[src/rtl/fifo_reader_pkg.sv]
// Shared constants and helpers for the FIFO read-side drain engine.
// The FIFO read latency is fixed at one cycle, so a single in-flight flag is enough.
package fifo_reader_pkg;

  localparam int DATA_WIDTH_DEF  = 4;
  localparam int CNT_WIDTH_DEF   = 8;
  localparam int FIFO_RD_LATENCY = 1;

  typedef logic [1:0] occ_t;
  localparam occ_t OCC_MAX = 2'd2;

  // Buffered words plus the word still on its way back from the FIFO.
  function automatic logic [2:0] pending(input occ_t occ, input logic inflight);
    return {1'b0, occ} + {2'b00, inflight};
  endfunction

endpackage

[src/rtl/fifo_reader_buf.sv]
// Two-entry circular buffer with 1-bit head/tail pointers.
// The head output is fully registered: no path from i_din to o_head_data.
module fifo_reader_buf
  import fifo_reader_pkg::*;
#(
  parameter int DATA_WIDTH = DATA_WIDTH_DEF
) (
  input  logic                  clk,
  input  logic                  reset,
  input  logic                  i_push,
  input  logic                  i_pop,
  input  logic [DATA_WIDTH-1:0] i_din,
  output occ_t                  o_occ,
  output logic [DATA_WIDTH-1:0] o_head_data
);

  logic [DATA_WIDTH-1:0] r_mem [0:1];
  logic [DATA_WIDTH-1:0] r_last;
  logic                  r_head;
  logic                  r_tail;
  occ_t                  r_occ;

  genvar gi;
  generate
    for (gi = 0; gi < 2; gi++) begin : g_slot
      always_ff @(posedge clk) begin
        if (reset) begin
          r_mem[gi] <= '0;
        end else if (i_push && (r_tail == 1'(gi))) begin
          r_mem[gi] <= i_din;
        end
      end
    end
  endgenerate

  always_ff @(posedge clk) begin
    if (reset) begin
      r_head <= 1'b0;
      r_tail <= 1'b0;
      r_occ  <= '0;
      r_last <= '0;
    end else begin
      if (i_push) begin
        r_tail <= ~r_tail;
      end
      if (i_pop) begin
        r_head <= ~r_head;
        r_last <= r_mem[r_head];
      end
      r_occ <= r_occ + {1'b0, i_push} - {1'b0, i_pop};
    end
  end

  // When drained, keep showing the most recently delivered word.
  assign o_head_data = (r_occ != '0) ? r_mem[r_head] : r_last;
  assign o_occ       = r_occ;

  a_no_overflow : assert property (@(posedge clk) disable iff (reset)
    !(i_push && !i_pop && (r_occ == OCC_MAX)));

endmodule

[src/rtl/fifo_reader.sv]
// Drains a 1-cycle-latency FIFO read port into a 2-entry buffer and presents words
// over valid/ready at one word per cycle; counts words accepted downstream.
module fifo_reader
  import fifo_reader_pkg::*;
#(
  parameter int DATA_WIDTH = DATA_WIDTH_DEF,
  parameter int CNT_WIDTH  = CNT_WIDTH_DEF
) (
  input  logic                  clk,
  input  logic                  reset,
  input  logic                  enable,
  input  logic                  fifo_empty,
  output logic                  fifo_rd_en,
  input  logic [DATA_WIDTH-1:0] fifo_dout,
  output logic                  out_valid,
  input  logic                  out_ready,
  output logic [DATA_WIDTH-1:0] out_data,
  output logic [CNT_WIDTH-1:0]  rd_count
);

  logic                 r_inflight;
  logic [CNT_WIDTH-1:0] r_count;
  occ_t                 w_occ;
  logic                 w_pop;
  logic                 w_rd_en;

  assign w_pop = out_valid & out_ready;

  // A read may be issued whenever its word is guaranteed a free slot on arrival.
  assign w_rd_en = !reset && enable && !fifo_empty &&
                   ((pending(w_occ, r_inflight) < 3'd2) || w_pop);

  always_ff @(posedge clk) begin
    if (reset) begin
      r_inflight <= 1'b0;
      r_count    <= '0;
    end else begin
      r_inflight <= w_rd_en;
      if (w_pop) begin
        r_count <= r_count + {{(CNT_WIDTH-1){1'b0}}, 1'b1};
      end
    end
  end

  fifo_reader_buf #(
    .DATA_WIDTH (DATA_WIDTH)
  ) u_buf (
    .clk         (clk),
    .reset       (reset),
    .i_push      (r_inflight),
    .i_pop       (w_pop),
    .i_din       (fifo_dout),
    .o_occ       (w_occ),
    .o_head_data (out_data)
  );

  assign out_valid  = (w_occ != '0);
  assign fifo_rd_en = w_rd_en;
  assign rd_count   = r_count;

endmodule

[config.mk]
export PLATFORM = sky130hd
export DESIGN_NAME = fifo_reader
export DESIGN_NICKNAME = d
export VERILOG_FILES = /design/src/rtl/fifo_reader_pkg.sv /design/src/rtl/fifo_reader_buf.sv /design/src/rtl/fifo_reader.sv
export SDC_FILE = /design/constraint.sdc
export NUM_CORES = 1
export LEC_CHECK = 0
export BUFFER_PORTS_ARGS = -buffer_cell sky130_fd_sc_hd__buf_4
export CAP_MARGIN = 20
export CORE_MARGIN = 5
export CORE_UTILIZATION = 46
export CTS_CLUSTER_SIZE = 14
export DETAILED_ROUTE_END_ITERATION = 16
export PLACE_DENSITY_LB_ADDON = 0.1
export SLEW_MARGIN = 20
export SYNTH_ARGS = -nofsm -noshare
export SYNTH_HDL_FRONTEND = slang
export SYNTH_SLANG_ARGS = --single-unit
[constraint.sdc]
create_clock -name clk -period 1.6 [get_ports clk]
set_input_delay 0.08 -clock clk [delete_from_list [all_inputs] [get_ports clk]]
set_output_delay 0.08 -clock clk [all_outputs]
set_load 0.005 [all_outputs]
==> summary.json <==
{
  "tightest_slew": {"value": 326, "unit": "ps"},
  "required_time_reported_for_the_critical_path_endpoint": {"value": 1520, "unit": "ps"},
  "area_share_of_the_largest_cell_type_after_synthesis": {"value": 31.4, "unit": "%"},
  "drt_iter0_markers": {"value": 19},
  "grt_overflow_total": {"value": 0},
  "insertion_delay": {"value": 320, "unit": "ps"},
  "drc": {"value": 0},
  "die_area": {"value": 0.00359, "unit": "mm^2"},
  "critical_path.cell_chain": {"value": "or2_2 > nor2_1 > a21oi_1 > buf_4"},
  "width_of_the_die": {"value": 59.9, "unit": "um"},
  "clk_path_buf_depth": {"value": 2},
  "setup.reg_to_reg.worst_slack": {"value": 200, "unit": "ps"},
  "postSynthAreaPerCell": {"value": 9.64, "unit": "um^2"},
  "grt_util_all_layers": {"value": 13.5, "unit": "%"},
  "ios": {"value": 23},
  "chipHeight": {"value": 59.9, "unit": "um"},
  "final-max-slew-violation-count": {"value": 0},
  "startpoint_type": {"value": "register"},
  "synth-seq-cells": {"value": 26},
  "cts.repair_timing.setup_buffer_count": {"value": 0},
  "path_buf_inv": {"value": 1},
  "core": {"value": 0.00243, "unit": "mm^2"},
  "layout.nets": {"value": 154},
  "syn-instance-count": {"value": 119},
  "post_place_cell_area": {"value": 0.00134, "unit": "mm^2"},
  "drv_cap": {"value": 0},
  "grt_first_pass_wirelength": {"value": 3630, "unit": "um"},
  "ratio_of_final_minimum_period_to_clock_period": {"value": 93.8, "unit": "%"},
  "post_synthesis_cell_area": {"value": 0.00115, "unit": "mm^2"},
  "cp-end-kind": {"value": "primary output"},
  "antenna-diode-count": {"value": 0},
  "vias_in_the_first_global_route": {"value": 828},
  "grt_max_degree": {"value": 28},
  "port_buffers": {"value": 22},
  "min-delay-path-class": {"value": "primary input to register"},
  "worst_ir_drop_vdd": {"value": 0.000713, "unit": "V"},
  "tritoncts_num_sinks": {"value": 26},
  "synthDistinctLibCells": {"value": 30},
  "synth-seq-area-share": {"value": 52.3, "unit": "%"},
  "post_drt_wl_per_cell": {"value": 12.2, "unit": "um"},
  "proportion_of_layout_cells_with_a_drive_suffix_above_1": {"value": 23.9, "unit": "%"},
  "layout-area-overhead-vs-synth": {"value": 22.8, "unit": "%"},
  "regToRegEndpoint": {"value": "rd_count[6]"},
  "worst_path_dominant_cell_family": {"value": "simple AND/OR/NAND/NOR gates"},
  "fin_setup_tns": {"value": 0, "unit": "ps"},
  "critical_path_class": {"value": "register to primary output"},
  "mostFrequentLayoutCell": {"value": "buf_4"},
  "achievable-frequency": {"value": 0.667, "unit": "GHz"},
  "post_layout_min_period": {"value": 1500, "unit": "ps"},
  "place.detailed.hpwl": {"value": 1540, "unit": "um"},
  "total_of_warnings_raised_by_yosys": {"value": 0},
  "gpl.final_weighted_congestion": {"value": 0.774},
  "final_hold_vios": {"value": 0},
  "wl": {"value": 2090, "unit": "um"},
  "crit_path_max_incr_delay": {"value": 400, "unit": "ps"},
  "finalSetupViolations": {"value": 0},
  "synth_top_flop_cell": {"value": "dfxtp_1"},
  "route.vias.total": {"value": 912},
  "cell_at_the_root_of_the_clock_tree": {"value": "clkbuf_4"},
  "syn_nets": {"value": 130},
  "power.density_cell_area": {"value": 893, "unit": "mW/mm^2"},
  "most_frequent_cells_in_the_layout": {"value": "buf_4, nor2_1, dfxtp_1"},
  "drt_first_pass_iters": {"value": 4},
  "cts_inserted_buffers": {"value": 3},
  "hold_depth": {"value": 2},
  "h-tree-depth": {"value": 1},
  "worst-r2r-cell-count": {"value": 4},
  "tritoncts_clock_tree": {"value": "done"},
  "final_cell_area": {"value": 0.00141, "unit": "mm^2"},
  "timing.max_slew.rel_slack": {"value": 78.2, "unit": "%"},
  "setup_repair_after_global_routing_missed_its_margin": {"value": "false"},
  "synth_area_leaders": {"value": "dfxtp_1, edfxtp_1, nor2_1"},
  "initial_core_utilization": {"value": 47.2, "unit": "%"},
  "leakage_power": {"value": 0.527, "unit": "nW"},
  "sink_of_the_worst_hold_path": {"value": "r_inflight"},
  "worst-path-max-fanout": {"value": 9},
  "async_reset_ff_share": {"value": 0, "unit": "%"},
  "rows": {"value": 18},
  "antenna_violating_nets_post_route": {"value": 0},
  "synth-edff-count": {"value": 8},
  "cp_slowest_cell": {"value": "dfxtp_1"},
  "detail_route.vias_per_cell": {"value": 5.30},
  "worst_ep_arrival_time": {"value": 1420, "unit": "ps"},
  "grt_antenna_before_repair": {"value": 0},
  "clk_pin_slew_worst_setup_hold_paths": {"value": 130, "unit": "ps"},
  "finalClockSkew": {"value": 5.96, "unit": "ps"},
  "timing.hold.worst.start": {"value": "enable"},
  "outcome": {"value": "completed"},
  "reg_to_reg_critical_path_startpoint": {"value": "rd_count[0]"},
  "yosysTopAreaCell": {"value": "dfxtp_1"}
}
-- kinds of logic after synthesis --
| group | share of synthesized area, % |
|---|---|
| AOI/OAI and AO/OA | 12.1 |
| xor gates and xnor gates | 2.29 |
| adders and majority gates | 2.18 |
| buffers and inverters | 2.51 |
| DFF | 52.3 |
| muxes | 5.34 |
| and+or+nand+nor | 23.2 |
-- worst register-to-register path: cells and delay by family, from the launching register on --
kind / cells / cell delay, ps
compound gates: 2 / 240
fa+ha+maj: 1 / 200
flops: 1 / 420
simple gates: 1 / 490
-- routing by layer --
layer	GRT usage, %	wire length (um)
met2	20.5	933
met4	3.80	29
met5	0	0
met3	5.40	135
met1	17.6	994
-- per-stage QoR --
step | std cells | util (%) | power (mW) | hold slack (ps) | setup slack (ps)
final | 172 | 57.9 | 1.26 | 31.9 | 99.7
after global routing | 172 | 57.9 | 1.31 | 11.7 | 2.40
after CTS | 172 | 57.7 | 1.27 | 22.8 | 91.7
after detailed placement | 167 | 55.1 | 0.826 | 267 | 239
after global placement | 167 | 55.1 | 0.823 | 256 | 293
after floorplan | 119 | - | 0.782 | 159 | 329
-- registers in the layout (all words and copies together), names as in the netlist, named ones only --
signal and flops:
rd_count 8, u_buf.r_mem 8, u_buf.r_last 4, u_buf.o_occ 2, r_inflight 1, u_buf.r_head 1
u_buf.r_tail 1
-- where the power goes --
group,internal (mW),switching (mW),leakage [nW]
combinational,0.0533,0.0495,0.270
sequential,0.698,0.0120,0.229
clock,0.254,0.192,0.0279
-- cells in the mapped netlist (2+ instances only) --
| cell type | number |
|---|---|
| nand2b_1 | 9 |
| a211oi_1 | 4 |
| o31ai_1 | 2 |
| nor2_1 | 23 |
| buf_2 | 2 |
| nor4b_1 | 2 |
| mux2i_1 | 5 |
| o21ai_0 | 3 |
| edfxtp_1 | 8 |
| or4_1 | 3 |
| clkbuf_1 | 3 |
| ha_1 | 2 |
| xnor2_1 | 2 |
| a21oi_1 | 11 |
| dfxtp_1 | 18 |
| nor2b_1 | 2 |
| nand4_1 | 3 |
| nand2_1 | 5 |
-- final cells by class --
cell class | count | area, um^2
Fill cell | 223 | 1020
Sequential cell | 26 | 601
Multi-Input combinational cell | 86 | 524
Timing Repair Buffer | 25 | 190
Tap cell | 30 | 37.5
Clock inverter | 1 | 30.0
Clock buffer | 3 | 22.5
Inverter | 1 | 3.75
-- what timing repair did --
item | in CTS | in global routing
hold buffers | 1 | 0
gates resized for setup | 0 | 1
endpoints found under the hold margin | 1 | 0
setup endpoints to repair | 0 | 1
-- how the worst max path moves through the flow --
stage,endpoint,startpoint,depth (start not counted)
2_1_floorplan,rd_count[6],rd_count[0],4
3_3_place_gp,rd_count[6],rd_count[0],4
3_5_place_dp,rd_count[6],rd_count[0],4
4_1_cts,out_data[2],u_buf.o_occ[0],4
5_1_grt,out_data[2],u_buf.o_occ[0],4
6_report,out_data[0],u_buf.o_occ[0],4
No activity file was read; power rests on OpenSTA's default activity.
